## config.mk

```make
export PLATFORM = sky130hd
export DESIGN_NAME = relu_maxpool_flat
export DESIGN_NICKNAME = d
export VERILOG_FILES = /design/src/rtl/relu_maxpool_pkg.sv /design/src/rtl/relu_maxpool_if.sv /design/src/rtl/relu_maxpool_linebuf.sv /design/src/rtl/relu_maxpool.sv /design/src/flat_wrapper.sv
export SDC_FILE = /design/constraint.sdc
export NUM_CORES = 1
export LEC_CHECK = 0
export ABC_AREA = 0
export BUFFER_PORTS_ARGS = -buffer_cell sky130_fd_sc_hd__buf_2
export CAP_MARGIN = 20
export CORE_UTILIZATION = 35
export DETAILED_ROUTE_END_ITERATION = 10
export HOLD_SLACK_MARGIN = 0.05
export SKIP_LAST_GASP = 1
export SYNTH_ARGS = -nofsm -noshare
export SYNTH_HDL_FRONTEND = slang
export SYNTH_SLANG_ARGS = --single-unit
```

## constraint.sdc

```tcl
create_clock -name clk -period 12.5 [get_ports clk]
set_input_delay 0 -clock clk [delete_from_list [all_inputs] [get_ports clk]]
set_output_delay 0 -clock clk [all_outputs]
set_load 0.01 [all_outputs]
```

## src/rtl/relu_maxpool_pkg.sv

```systemverilog
`default_nettype none
// ============================================================================
//  Module   : relu_maxpool_pkg
//  Purpose  : Shared types, default sizes and the signed-max helper for the
//             ReLU + 2x2 max-pool post-processing stage.
//  Revision : 1.0  initial release
// ============================================================================
package relu_maxpool_pkg;

  // Default geometry; DW matches the convolution output for INW=18, MAXK=5.
  localparam int DW_DEF    = 40;
  localparam int C_MAX_DEF = 8;
  localparam int R_MAX_DEF = 8;

  // The line buffer holds one horizontal max per column pair of a row.
  localparam int LB_DEPTH  = C_MAX_DEF / 2;

  typedef enum logic [0:0] {
    IDLE = 1'b0,
    RUN  = 1'b1
  } state_t;

  // Signed maximum at full data width, no widening.
  function automatic logic signed [DW_DEF-1:0] smax(
    input logic signed [DW_DEF-1:0] a,
    input logic signed [DW_DEF-1:0] b
  );
    return (a > b) ? a : b;
  endfunction

endpackage
`default_nettype wire

```

## src/rtl/relu_maxpool_if.sv

```systemverilog
`default_nettype none
// ============================================================================
//  Module   : relu_maxpool_if
//  Purpose  : Input and output stream handshakes of the pooling stage.
//             master = stream source / result sink, slave = pooling block.
//  Revision : 1.0  initial release
// ============================================================================
interface relu_maxpool_if #(
  parameter int DW = 40
);

  logic signed [DW-1:0] INPUT_TDATA;
  logic                 INPUT_TVALID;
  logic                 INPUT_TREADY;
  logic signed [DW-1:0] OUTPUT_TDATA;
  logic                 OUTPUT_TVALID;
  logic                 OUTPUT_TREADY;
  logic                 OUTPUT_TLAST;

  modport master (
    output INPUT_TDATA, INPUT_TVALID, OUTPUT_TREADY,
    input  INPUT_TREADY, OUTPUT_TDATA, OUTPUT_TVALID, OUTPUT_TLAST
  );

  modport slave (
    input  INPUT_TDATA, INPUT_TVALID, OUTPUT_TREADY,
    output INPUT_TREADY, OUTPUT_TDATA, OUTPUT_TVALID, OUTPUT_TLAST
  );

endinterface
`default_nettype wire

```

## src/rtl/relu_maxpool_linebuf.sv

```systemverilog
`default_nettype none
// ============================================================================
//  Module   : pool_linebuf
//  Purpose  : Half-row buffer of horizontal maxima. Written on even rows and
//             read combinationally at the same index on the following row.
//             Contents are never reset: every entry is written before it is
//             read within a frame.
//  Revision : 1.0  initial release
// ============================================================================
module pool_linebuf
  import relu_maxpool_pkg::*;
#(
  parameter int DEPTH = LB_DEPTH,
  parameter int DW    = DW_DEF,
  parameter int AW    = (DEPTH > 1) ? $clog2(DEPTH) : 1
) (
  input  wire logic                 clk,
  input  wire logic                 we,
  input  wire logic [AW-1:0]        idx,
  input  wire logic signed [DW-1:0] wdata,
  output logic signed [DW-1:0]      rdata
);

  logic signed [DW-1:0] mem [DEPTH];

  // Store the horizontal max of an even row.
  always_ff @(posedge clk) begin
    if (we) begin
      mem[idx] <= wdata;
    end
  end

  assign rdata = mem[idx];

endmodule
`default_nettype wire

```

## src/rtl/relu_maxpool.sv

```systemverilog
`default_nettype none
// ============================================================================
//  Module   : relu_maxpool
//  Purpose  : Optional ReLU followed by 2x2 stride-2 max pooling over a
//             row-major stream. One pooled value per window, TLAST on the
//             final value of the frame. Single output register with a
//             combinational ready path (1 beat/cycle).
//  Config   : define RELU_POOL_RELU_EN to clamp negative inputs to zero.
//  Revision : 1.0  initial release
// ============================================================================
module relu_maxpool
  import relu_maxpool_pkg::*;
#(
  parameter int DW    = DW_DEF,
  parameter int C_MAX = C_MAX_DEF,
  parameter int R_MAX = R_MAX_DEF
) (
  input  wire logic                        clk,
  input  wire logic                        reset,
  input  wire logic [$clog2(C_MAX+1)-1:0]  IN_COLS,
  input  wire logic [$clog2(R_MAX+1)-1:0]  IN_ROWS,
  relu_maxpool_if.slave                    axis,
  output logic                             frame_done
);

  localparam int CW   = $clog2(C_MAX + 1);
  localparam int RW   = $clog2(R_MAX + 1);
  localparam int LB_D = C_MAX / 2;
  localparam int AW   = (LB_D > 1) ? $clog2(LB_D) : 1;

  state_t               state_q, state_d;
  logic [CW-1:0]        cols_q, cols_d, col_cnt_q, col_cnt_d;
  logic [RW-1:0]        rows_q, rows_d, row_cnt_q, row_cnt_d;
  logic signed [DW-1:0] h_q, h_d;
  logic signed [DW-1:0] out_data_q, out_data_d;
  logic                 out_valid_q, out_valid_d;
  logic                 out_last_q, out_last_d;

  logic                 in_ready, accept;
  logic [CW-1:0]        cols_eff;
  logic [RW-1:0]        rows_eff;
  logic signed [DW-1:0] v, hmax, lb_rd, result;
  logic                 col_odd, row_odd, end_of_row, end_of_frame, last_pair;
  logic                 lb_we;
  logic [AW-1:0]        lb_idx;

  assign in_ready = reset & (~out_valid_q | axis.OUTPUT_TREADY);
  assign accept   = axis.INPUT_TVALID & in_ready;

  // Datapath: pre-processing, pair maxima and frame position decode.
  // In IDLE the counters are zero and the live IN_COLS/IN_ROWS describe the
  // beat being accepted, so they stand in for the not-yet-latched copies.
  always_comb begin
    cols_eff = (state_q == IDLE) ? IN_COLS : cols_q;
    rows_eff = (state_q == IDLE) ? IN_ROWS : rows_q;
`ifdef RELU_POOL_RELU_EN
    v = axis.INPUT_TDATA[DW-1] ? '0 : axis.INPUT_TDATA;
`else
    v = axis.INPUT_TDATA;
`endif
    hmax         = smax(h_q, v);
    result       = smax(lb_rd, hmax);
    col_odd      = col_cnt_q[0];
    row_odd      = row_cnt_q[0];
    end_of_row   = (col_cnt_q == cols_eff - CW'(1));
    end_of_frame = end_of_row && (row_cnt_q == rows_eff - RW'(1));
    // Last complete window: trailing odd row/column never count.
    last_pair    = (((row_cnt_q >> 1) + RW'(1)) == (rows_eff >> 1)) &&
                   (((col_cnt_q >> 1) + CW'(1)) == (cols_eff >> 1));
    lb_we        = accept & col_odd & ~row_odd;
    lb_idx       = col_cnt_q[AW:1];
  end

  pool_linebuf #(
    .DEPTH (LB_D),
    .DW    (DW),
    .AW    (AW)
  ) u_linebuf (
    .clk   (clk),
    .we    (lb_we),
    .idx   (lb_idx),
    .wdata (hmax),
    .rdata (lb_rd)
  );

  // Next state: frame FSM, counters, horizontal hold and output register.
  always_comb begin
    state_d     = state_q;
    cols_d      = cols_q;
    rows_d      = rows_q;
    col_cnt_d   = col_cnt_q;
    row_cnt_d   = row_cnt_q;
    h_d         = h_q;
    out_data_d  = out_data_q;
    out_valid_d = out_valid_q;
    out_last_d  = out_last_q;

    if (out_valid_q && axis.OUTPUT_TREADY) begin
      out_valid_d = 1'b0;
    end

    if (accept) begin
      if (state_q == IDLE) begin
        cols_d = IN_COLS;
        rows_d = IN_ROWS;
      end

      if (!col_odd) begin
        h_d = v;
      end

      // A new result may reload the register in the same cycle it drains.
      if (col_odd && row_odd) begin
        out_data_d  = result;
        out_last_d  = last_pair;
        out_valid_d = 1'b1;
      end

      if (end_of_frame) begin
        state_d   = IDLE;
        col_cnt_d = '0;
        row_cnt_d = '0;
      end else begin
        state_d = RUN;
        if (end_of_row) begin
          col_cnt_d = '0;
          row_cnt_d = row_cnt_q + RW'(1);
        end else begin
          col_cnt_d = col_cnt_q + CW'(1);
        end
      end
    end
  end

  // State registers with synchronous active-low reset.
  always_ff @(posedge clk) begin
    if (!reset) begin
      state_q     <= IDLE;
      cols_q      <= '0;
      rows_q      <= '0;
      col_cnt_q   <= '0;
      row_cnt_q   <= '0;
      h_q         <= '0;
      out_data_q  <= '0;
      out_valid_q <= 1'b0;
      out_last_q  <= 1'b0;
    end else begin
      state_q     <= state_d;
      cols_q      <= cols_d;
      rows_q      <= rows_d;
      col_cnt_q   <= col_cnt_d;
      row_cnt_q   <= row_cnt_d;
      h_q         <= h_d;
      out_data_q  <= out_data_d;
      out_valid_q <= out_valid_d;
      out_last_q  <= out_last_d;
    end
  end

  assign axis.INPUT_TREADY  = in_ready;
  assign axis.OUTPUT_TDATA  = out_data_q;
  assign axis.OUTPUT_TVALID = out_valid_q;
  assign axis.OUTPUT_TLAST  = out_last_q;
  assign frame_done         = accept & end_of_frame;

endmodule
`default_nettype wire

```

## src/flat_wrapper.sv

```systemverilog
// flat-port wrapper written by rule: the top's interface ports become plain ports
module relu_maxpool_flat import relu_maxpool_pkg::*;
#(
  parameter int DW    = DW_DEF,
  parameter int C_MAX = C_MAX_DEF,
  parameter int R_MAX = R_MAX_DEF
)
  (clk, reset, IN_COLS, IN_ROWS, frame_done, axis_INPUT_TDATA, axis_INPUT_TVALID, axis_OUTPUT_TREADY, axis_INPUT_TREADY, axis_OUTPUT_TDATA, axis_OUTPUT_TVALID, axis_OUTPUT_TLAST);
  relu_maxpool_if #(.DW(DW)) axis_i ();
  input  wire logic clk;
  input  wire logic reset;
  input  wire logic [$clog2(C_MAX+1)-1:0] IN_COLS;
  input  wire logic [$clog2(R_MAX+1)-1:0] IN_ROWS;
  output logic frame_done;
  input wire logic [$bits(axis_i.INPUT_TDATA)-1:0] axis_INPUT_TDATA;
  input wire logic [$bits(axis_i.INPUT_TVALID)-1:0] axis_INPUT_TVALID;
  input wire logic [$bits(axis_i.OUTPUT_TREADY)-1:0] axis_OUTPUT_TREADY;
  output wire logic [$bits(axis_i.INPUT_TREADY)-1:0] axis_INPUT_TREADY;
  output wire logic [$bits(axis_i.OUTPUT_TDATA)-1:0] axis_OUTPUT_TDATA;
  output wire logic [$bits(axis_i.OUTPUT_TVALID)-1:0] axis_OUTPUT_TVALID;
  output wire logic [$bits(axis_i.OUTPUT_TLAST)-1:0] axis_OUTPUT_TLAST;
  assign axis_i.INPUT_TDATA = axis_INPUT_TDATA;
  assign axis_i.INPUT_TVALID = axis_INPUT_TVALID;
  assign axis_i.OUTPUT_TREADY = axis_OUTPUT_TREADY;
  assign axis_INPUT_TREADY = axis_i.INPUT_TREADY;
  assign axis_OUTPUT_TDATA = axis_i.OUTPUT_TDATA;
  assign axis_OUTPUT_TVALID = axis_i.OUTPUT_TVALID;
  assign axis_OUTPUT_TLAST = axis_i.OUTPUT_TLAST;
  relu_maxpool #(.DW(DW), .C_MAX(C_MAX), .R_MAX(R_MAX)) u_core (.clk(clk), .reset(reset), .IN_COLS(IN_COLS), .IN_ROWS(IN_ROWS), .axis(axis_i), .frame_done(frame_done));
endmodule
```

### Yosys cells after proc, flatten, opt, wreduce, memory -nomap -nowiden

Memories as Yosys holds them, arrays and structs flattened. A register that Yosys moved wholly into a read port is not among the register bits.
Index checks and enable logic that the tools add are counted.

* bits in registers: 99
* bits in writable memories: 160
* input bits: 52
* output and inout bits: 44
* logic and storage cells: 55
* memories kept: 1

Memories
* u_core.u_linebuf.mem: depth 4, width 40, rd ports 1, clocked after memory_dff 1, wr ports 1, RTL line relu_maxpool_linebuf.sv:24 `logic signed [DW-1:0] mem [DEPTH];`

* add/sub/neg operators: 6
* magnitude comparators: 2
* equality and inequality tests: 4
* multiplexer cells: 16
* bitwise logic cells: 9
* reduce and logical (&&, ||, !) cells: 8

Operators with widths (count)
* $gt 40x40->1: 2
* $mux 40: 2
* $mux 4: 6
* $add 3x1->4 const B: 2
* $add 4x1->4 const B: 2
* $eq 4x3->1: 2
* $eq 4x4->1: 2
* $sub 4x1->4 const B: 2
* $mux 1: 6
* $reduce_and 2->1: 3
* $and 1x1->1: 5
* $logic_and 1x1->1: 4
* $mux 2: 2
* $not 1->1: 3
* $reduce_bool 2->1: 1
* $or 1x1->1: 1

### Longest topological paths before layout

Gate-level depths: netlist (run 1).

* depth after elaboration: 8
* depth in mapped cells: 22
* depth with buffers taken out: 18

### Hierarchy

From an unflattened synthesis (run 1), not the netlist that was laid out.

* cells, all modules: 1041
* area, all modules: 13364.1 um^2

By module, submodules not included
* relu_maxpool: instances 1, cells each 827, area each 7512.2 um^2, sequential area each 1981.9 um^2
* pool_linebuf: instances 1, cells each 214, area each 5851.9 um^2, sequential area each 4804.6 um^2

### Least setup slack after synthesis (run 1)

No wires, ideal clock.

* path kind: flip-flop to flip-flop
* from: register u_core.h_q[39]
* to: register u_core.out_data_q[24], in the netlist u_core.axis.OUTPUT_TDATA[24]
* library setup time: 0.079 ns
* arrival time: 4.506 ns
* required time: 12.421 ns
* path slack: 7.915 ns
* stages on the path, launching flop included: 21
* buffers on the path: 3
* period minus slack after synthesis: 4.585 ns
* path through: dfxtp_1 > ha_1 > nand4_1 > nor4_1 > and4b_1 > o31a_1 > a211oi_1 > mux2i_2 > buf_2 > mux2i_1 > ha_1 > a21o_1 > a221o_1 > a221o_1 > a2bb2oi_1 > o2111ai_1 > o211a_2 > nand2b_1 > buf_2 > buf_2 > o211ai_1

* longest elaborated chain between the ends: 4

Ends and longest elaborated chain
* start: declaration: RTL line relu_maxpool.sv:34 `logic signed [DW-1:0] h_q, h_d;`
* start signal: assignment: RTL line relu_maxpool.sv:143 `h_q <= '0;`
* start signal: assignment: RTL line relu_maxpool.sv:153 `h_q <= h_d;`
* $gt 40x40->1: RTL line relu_maxpool_pkg.sv:28 `return (a > b) ? a : b;`
* $mux 40 (*): RTL line relu_maxpool_pkg.sv:28
* $gt 40x40->1: RTL line relu_maxpool_pkg.sv:28
* $mux 40 (*): RTL line relu_maxpool_pkg.sv:28
* end signal: assignment: RTL line relu_maxpool.sv:154 `out_data_q <= out_data_d;`
* end: declaration: RTL line relu_maxpool.sv:35 `logic signed [DW-1:0] out_data_q, out_data_d;`

Every way passes the cells marked *; elsewhere a longest branch is shown, timed or not.
A chain may end at the register's enable or synchronous reset.

### Final worst setup path (run 1)

* from: register u_core.h_q[39]
* to: register u_core.out_data_q[1], in the netlist u_core.axis.OUTPUT_TDATA[1]

The elaborated chain is that of the path after synthesis.

==> flow_metrics.py, run 1 <==
metrics = {
    "sta": {
        "finalSetupTns_ns": 0,
        "clock.fmax_ghz": 0.1411,
        "worst_slack_ns": 5.411,
        "tightest_slew_ns": 1.041,
        "hold_viol": 0,
        "finalCritPeriodShare_pct": 56.71,
        "hold_slack_ns": 0.1097,
        "maxSlewViolCount": 0,
        "rsz0062_at_grt": "false",
        "finClkSkew_ns": 0.02166,
        "min_period_ns": 7.089,
        "slew_headroom_pct": 30.61,
        "setup_viol": 0,
    },
    "pwr": {
        "pwr_density_cell_nw_per_um2": 133.8,
        "p_int_mw": 1.540,
        "vdd.ir_drop.worst_uv": 104.5,
        "power.clock.fraction_pct": 42.3,
        "combPwrFrac_pct": 11.1,
        "p_sw_share_pct": 24.18,
        "p_leak_nw": 6.011,
        "seqPwrFrac_pct": 46.6,
        "p_switching_uw": 491.1,
    },
    "floorplanning": {
        "die_y_um": 191.7,
        "initial_core_util_pct": 35.49,
        "io_pins": 96,
        "core-area_um2": 35480,
        "die_w_um": 191.7,
        "num_rows": 69,
        "die_area_um2": 36740,
    },
    "setup_path": {
        "crit_buf_inv": 1,
        "cp.arrival_ns": 7.53,
        "critPathLaunchType": "register",
        "cp_num_cells": 18,
        "rr_worst_depth": 18,
        "path_cells": "ha_1, nand4_1, nor4_1, and4b_1, o31a_1, a211oi_1, mux2i_4, buf_4, mux2i_1, ha_1, and4_1, nand4_1, nor2_1, nand4_1, or3_1, o211a_2, nand2b_2, o211ai_1",
        "cpMostUsedCell": "nand4_1",
        "worstSetupEndpoint": "u_core.axis.OUTPUT_TDATA[1]$_SDFFE_PN0P_",
        "rr_startpoint": "u_core.h_q[39]$_SDFFE_PN0P_",
        "critPathSlowestCell": "mux2i_4",
        "crit_required_ns": 12.94,
        "r2r_end": "u_core.axis.OUTPUT_TDATA[1]$_SDFFE_PN0P_",
        "critical_path_class": "reg2reg",
        "regToRegSetupSlack_ns": 5.41,
        "crit_fanout": 39,
        "cp_slowest_stage_delay_ns": 0.79,
        "critPathLaunch": "u_core.h_q[39]$_SDFFE_PN0P_",
        "cp-end-kind": "register",
        "critPathTopFamily": "simple AND/OR/NAND/NOR gates",
    },
    "clocking": {
        "clk_latency_ns": 0.56,
        "cts_tree": "built",
        "clk_pin_slew_ns": 0.06,
        "cts_buffer_depth": 3,
        "htree_num_levels": 1,
        "cts_resized": 0,
        "cts-root-buf": "clkbuf_16",
        "cts.sinks": 261,
        "cts_buffers": 29,
    },
    "final_layout": {
        "nFillCells": 3302,
        "stdcell_area_um2": 15190,
        "layout.nets": 1333,
        "postLayoutCoreUtil_pct": 42.80,
        "layout_commonest_cell": "edfxtp_1",
        "drive_gt1_share_pct": 16.97,
        "layout_common_cells": "edfxtp_1, nand2_1, dfxtp_1, buf_2, ha_1",
        "synthToLayoutAreaGrowth_pct": 20.59,
    },
    "placement": {
        "place_hpwl_um": 20010,
        "numPortBuffers": 95,
        "dp_slack_ns": 5.257,
        "place_area_um2": 13560,
        "gp_congestion": 0.7804,
    },
    "yosys": {
        "synthArstFlopShare_pct": 0,
        "synth_area_um2": 12590,
        "synth.distinct_cells": 49,
        "synth_edf_count": 160,
        "syn_avg_cell_area_um2": 12.02,
        "synth-seq-cells": 261,
        "synth_ff_type": "edfxtp_1",
        "yosysSeqAreaShare_pct": 54.21,
        "yosys_warnings": 0,
        "synth.net_count": 1189,
        "netlist_instances": 1048,
    },
    "grt": {
        "grt_pass1_wl_um": 48890,
        "grt_overflow": 0,
        "grt_max_degree": 76,
        "grt_util_all_layers_pct": 17.10,
        "antenna_found_initial": 0,
        "first_global_vias": 8788,
    },
    "detailed_routing": {
        "routed_wirelength_um": 30990,
        "via_per_inst": 5.237,
        "ant_nets": 0,
        "drtPass1Iterations": 5,
        "routedWlPerCell_um": 18.49,
        "drtIter0Drc": 546,
        "vias": 8778,
        "drc": 0,
    },
    "hold_path": {
        "hold_path_depth": 3,
        "worstHoldPathType": "in2reg",
    },
    "job": {
        "cap_violations": 0,
    },
    "status": {
        "status": "completed",
    },
}
[synthesized netlist by cell type, types with 5 or more instances]
master,count,area [µm²]
a21boi_0,44,330.3
a21oi_1,35,175.2
a221o_1,5,50.05
and2_1,10,62.56
and3_1,5,31.28
and4_1,5,43.79
buf_2,6,30.03
clkbuf_1,48,180.2
dfxtp_1,101,2022
edfxtp_1,160,4805
ha_1,89,1114
inv_1,82,307.8
mux2i_1,47,470.5
mux4_2,40,900.9
nand2_1,120,450.4
nand2b_1,5,31.28
nand3_1,54,270.3
nand4_1,55,344.1
nor2_1,11,41.29
nor2b_1,6,37.54
nor3_1,5,25.02
o211ai_1,42,315.3
o21ai_0,19,95.09
xnor2_1,7,61.31
xor2_1,9,78.83
[metal layers]
metal  vias up  part of all wire, %  global-route usage, %
li1       4206                    -                      -
met1      4321                   46                  23.41
met3        42                  4.9                  2.302
met5         -                    0                      0
met4         0                  1.7                  3.755
met2       209                   48                  28.70
[per-stage QoR]
step	instances	power (mW)
6_report	1676	2.031
5_1_grt	1675	2.111
4_1_cts	1675	2.051
3_5_place_dp	1557	1.175
3_3_place_gp	1555	1.168
2_1_floorplan	1048	1.108
[layout make-up]
cell class	count	area [µm²]	share of cell area, %
clock buffer	34	754.5	4.968
sequential	261	6829	44.97
clock inverter	19	214.0	1.409
timing repair buffer	172	1251	8.239
tap	461	576.8	3.798
multi-input combinational	646	5250	34.57
inverter	82	307.8	2.027
antenna	1	2.502	0.01648
[how the worst min path moves through the flow]
stage | from | end | slack [ns]
floorplan | IN_COLS[2] | u_core.cols_q[2]$_SDFFE_PN0P_ | 0.13
global placement | IN_COLS[3] | u_core.cols_q[3]$_SDFFE_PN0P_ | 0.23
global route | axis_INPUT_TVALID | u_core.rows_q[0]$_SDFFE_PN0P_ | 0.18
CTS | axis_INPUT_TVALID | u_core.rows_q[2]$_SDFFE_PN0P_ | 0.08
detailed placement | IN_COLS[3] | u_core.cols_q[3]$_SDFFE_PN0P_ | 0.24
finish | axis_INPUT_TVALID | u_core.rows_q[2]$_SDFFE_PN0P_ | 0.11
[worst register-to-register path, stage by stage, from the launching register on]
cell and delay [ns]:
dfxtp_1 0.33, ha_1 0.43, nand4_1 0.23, nor4_1 0.74, and4b_1 0.35, o31a_1 0.19
a211oi_1 0.09, mux2i_4 0.79, buf_4 0.55, mux2i_1 0.42, ha_1 0.24, and4_1 0.25
nand4_1 0.25, nor2_1 0.28, nand4_1 0.20, or3_1 0.42, o211a_2 0.16, nand2b_2 0.64
o211ai_1 0.42
[state kept, by name (all words and copies together), names as in the netlist, named ones only]
name and flops:
u_core.rows_q 4, u_core.axis.OUTPUT_TLAST 1, u_core.state_q 1, u_core.row_cnt_q 4, u_core.u_linebuf.mem 160, u_core.h_q 40, u_core.cols_q 4, u_core.axis.OUTPUT_TDATA 40
u_core.col_cnt_q 4, u_core.axis.OUTPUT_TVALID 1
[kinds of logic (layout without fill, tap and decap cells)]
family,after synthesis,after routing,share of synthesized area (%)
xor gates and xnor gates,16,16,1.113
DFF,261,261,54.21
other,0,1,0
AOI/OAI and AO/OA,164,164,8.952
adders and majority gates,89,89,8.843
and+or+nand+nor,288,288,11.45
buffers and inverters,141,307,4.352
muxes,89,89,11.09
[power by group through the flow]
stage,registers (mW),logic [mW],clock network (mW)
3_5_place_dp,0.965,0.210,0
4_1_cts,0.946,0.226,0.878
5_1_grt,0.948,0.253,0.911
3_3_place_gp,0.964,0.204,0
6_report,0.947,0.225,0.859
2_1_floorplan,0.959,0.149,0
[what timing repair did]
action,CTS,global route
buffers inserted,0,0
hold buffers,65,0
endpoints found under the setup margin,0,0
hold endpoints to repair,257,0
(Power assumes the default switching activity.)
==> run 2: changes to the inputs <==
Settings changed: ABC_AREA 0 to 1.
Clock period 12.5 ns to 5.9 ns, I/O delays scaled along.
==> run 2 against run 1 <==
Compared with the run above: clock skew down 0.0029 ns; worst setup slack got worse by 4.7 ns; cell area rose by 8.2%; clock power rose by 110%; sequential share of layout area is 3.4 points lower; sequential power increased by 110%; critical path type unchanged; critical endpoint is now u_core.axis.OUTPUT_TDATA[12]$_SDFFE_PN0P_; largest cell class unchanged; highest routed layer unchanged.
==> flow_metrics.py, run 2 <==
metrics = {
    "final_layout": {
        "nFillCells": 3928,
        "drive_gt1_share_pct": 17.35,
        "layout_common_cells": "nand2_1, edfxtp_1, inv_1, a21oi_1, nor2_1",
        "top_register": "u_core.u_linebuf.mem",
        "antenna-diode-count": 0,
        "largest_reg_flops": 160,
        "layout_commonest_cell": "nand2_1",
        "synthToLayoutAreaGrowth_pct": 17.31,
        "seqCellArea_um2": 6828,
        "layout.nets": 1916,
        "multi_input_area_um2": 5964,
        "postLayoutCoreUtil_pct": 42.03,
        "instances_no_fill": 2316,
    },
    "setup_path": {
        "critical_path_class": "reg2reg",
        "critPathLaunch": "u_core.h_q[7]$_SDFFE_PN0P_",
        "cpMostUsedCell": "nand2_1",
        "cp.arrival_ns": 5.63,
        "critPathLaunchType": "register",
        "cp-end-kind": "register",
        "critPathSlowestCell": "buf_4",
        "cp_slowest_stage_delay_ns": 0.38,
        "crit_required_ns": 6.30,
        "crit_fanout": 27,
        "cp_num_cells": 28,
        "rr_worst_depth": 28,
        "crit_buf_inv": 4,
        "rr_startpoint": "u_core.h_q[7]$_SDFFE_PN0P_",
        "critPathTopFamily": "simple AND/OR/NAND/NOR gates",
    },
    "yosys": {
        "synthTopCellsByArea": "edfxtp_1, dfxtp_1, nand2_1",
        "synth_ff_type": "edfxtp_1",
        "synthArstFlopShare_pct": 0,
        "synthMuxAreaShare_pct": 0,
        "synth_area_um2": 14010,
        "netlist_instances": 1653,
        "yosys.area.top_type": "edfxtp_1",
        "netlist_top_cells_count": "nand2_1, edfxtp_1, inv_1, a21oi_1, nor2_1",
        "synth.net_count": 1794,
        "synth_top_area_share_pct": 34.29,
        "syn_avg_cell_area_um2": 8.475,
        "yosysSeqAreaShare_pct": 48.73,
        "synth.most_common_cell": "nand2_1",
        "synth-simple-area-share_pct": 22.70,
        "synth_top_family_by_area": "simple AND/OR/NAND/NOR gates",
        "synth_edf_count": 160,
        "yosys_warnings": 0,
        "synth.distinct_cells": 39,
        "synth-seq-cells": 261,
        "synthAdderAreaFrac_pct": 7.949,
        "synth_xor_area_share_pct": 0.8752,
        "synth-compound-area-share_pct": 10.78,
    },
    "floorplanning": {
        "num_rows": 72,
        "io_pins": 96,
        "die_area_um2": 40830,
        "initial_core_util_pct": 35.83,
        "core-area_um2": 39100,
        "die_y_um": 202.1,
        "die_w_um": 202.1,
    },
    "detailed_routing": {
        "wl_met3_um": 1917,
        "ant_nets": 0,
        "via_per_inst": 4.938,
        "drtIter0Drc": 678,
        "wl_met1_um": 17800,
        "top_layer": "met4",
        "vias": 11437,
        "drc": 0,
        "routedWlPerCell_um": 16.21,
        "routed_wirelength_um": 37540,
        "wl_met2_um": 16910,
        "drtPass1Iterations": 5,
    },
    "grt": {
        "grt_max_degree": 81,
        "grt_util_all_layers_pct": 18.60,
        "grt_pass1_wl_um": 59970,
        "grt_overflow": 0,
        "first_global_vias": 11112,
        "antenna_found_initial": 0,
    },
    "hold_path": {
        "worstHoldPathType": "in2reg",
        "hold_path_depth": 4,
        "hold_start": "axis_INPUT_TVALID",
    },
    "sta": {
        "hold_viol": 0,
        "finClkSkew_ns": 0.01876,
        "finalSetupTns_ns": 0,
        "maxSlewViolCount": 0,
        "clock.fmax_ghz": 0.1912,
        "setup_viol": 0,
        "hold_slack_ns": 0.1615,
        "finalCritPeriodShare_pct": 88.66,
        "tightest_slew_ns": 1.000,
        "min_period_ns": 5.231,
        "slew_headroom_pct": 33.32,
        "rsz0062_at_grt": "false",
    },
    "clocking": {
        "cts_buffers": 29,
        "clk_latency_ns": 0.57,
        "cts_buffer_depth": 3,
        "cts-root-buf": "clkbuf_16",
        "htree_num_levels": 1,
        "clk_pin_slew_ns": 0.06,
        "cts_setup_buffers": 0,
        "cts.sinks": 261,
        "cts_tree": "built",
    },
    "placement": {
        "dp_cells": 2209,
        "gp_congestion": 0.8089,
        "place_hpwl_um": 24360,
        "numPortBuffers": 95,
    },
    "job": {
        "cap_violations": 0,
    },
    "pwr": {
        "vdd.ir_drop.worst_uv": 195.3,
        "p_leak_nw": 7.129,
        "pwr_density_cell_nw_per_um2": 274.8,
    },
    "status": {
        "status": "completed",
    },
}
-- run 2: cell types whose count changed after synthesis, sizes merged, moves of 9 or more --
cell / delta
nand3: +53
clkinv: +43
mux2i: -48
buf: +20
o211ai: -42
and2: -9
nand4: -12
mux4: -40
nor2: +113
a21boi: -42
inv: +103
a21oi: +125
nand2: +343
a32oi: +39
-- run 2: final timing paths --
check,endpoint,slack [ns]
max,u_core.axis.OUTPUT_TDATA[12]$_SDFFE_PN0P_,0.67
min,u_core.cols_q[3]$_SDFFE_PN0P_,0.16
max reg2reg,u_core.axis.OUTPUT_TDATA[12]$_SDFFE_PN0P_,0.67
min reg2reg,u_core.rows_q[2]$_SDFFE_PN0P_,0.46
-- run 2: per-layer routing --
| metal | global-route usage (%) | vias up |
|---|---|---|
| li1 | - | 5724 |
| met1 | 26.00 | 5385 |
| met2 | 30.22 | 281 |
| met3 | 2.386 | 47 |
| met4 | 4.897 | 0 |
| met5 | 0 | - |
-- run 2: final cells by class --
cell class	instances	share of cell area, %
repair buffers	173	7.263
flip-flops and latches	261	41.55
well taps	518	3.944
inverters	228	5.230
multi-input cells	1082	36.29
clock inverters	18	1.028
clock buffers	36	4.697
-- run 2: timing repair --
action / in CTS / in global routing
gates resized for setup: 0 / 0
hold buffers: 53 / 0
endpoints found under the hold margin: 256 / 0
-- run 2: tightest hold or removal path: cells and delay by family --
family / cells / cell delay, ns
buffers and inverters: 1 / 0.07
and+or+nand+nor: 3 / 0.60
-- run 2: per-stage QoR --
| step | power (mW) | setup WS, ns | instance area [µm²] |
|---|---|---|---|
| floorplan | 2.535 | 2.377 | 14010 |
| global placement | 2.702 | 0.8788 | 14960 |
| detailed placement | 2.715 | 0.7639 | 14960 |
| CTS | 4.545 | 0.7091 | 16430 |
| global route | 4.712 | 0.2705 | 16430 |
| finish | 4.517 | 0.6688 | 16430 |
-- run 2: kinds of logic (layout without fill, tap and decap cells) --
kind of cell / count (synthesis) / in the layout
AO/OA/AOI/OAI: 234 / 234
XOR/XNOR: 14 / 14
adder cells (fa/ha/maj): 89 / 89
buffers and inverters: 310 / 455
flip-flops: 261 / 261
AND/OR/NAND/NOR: 745 / 745
-- run 2: power by group --
| part | total, mW | leakage [nW] | switching [mW] | internal, mW |
|---|---|---|---|---|
| Combinational | 0.705 | 4.38 | 0.465 | 0.239 |
| Sequential | 2.01 | 2.28 | 0.0190 | 1.99 |
| Clock | 1.81 | 0.466 | 0.750 | 1.06 |
| Total | 4.52 | 7.13 | 1.23 | 3.28 |
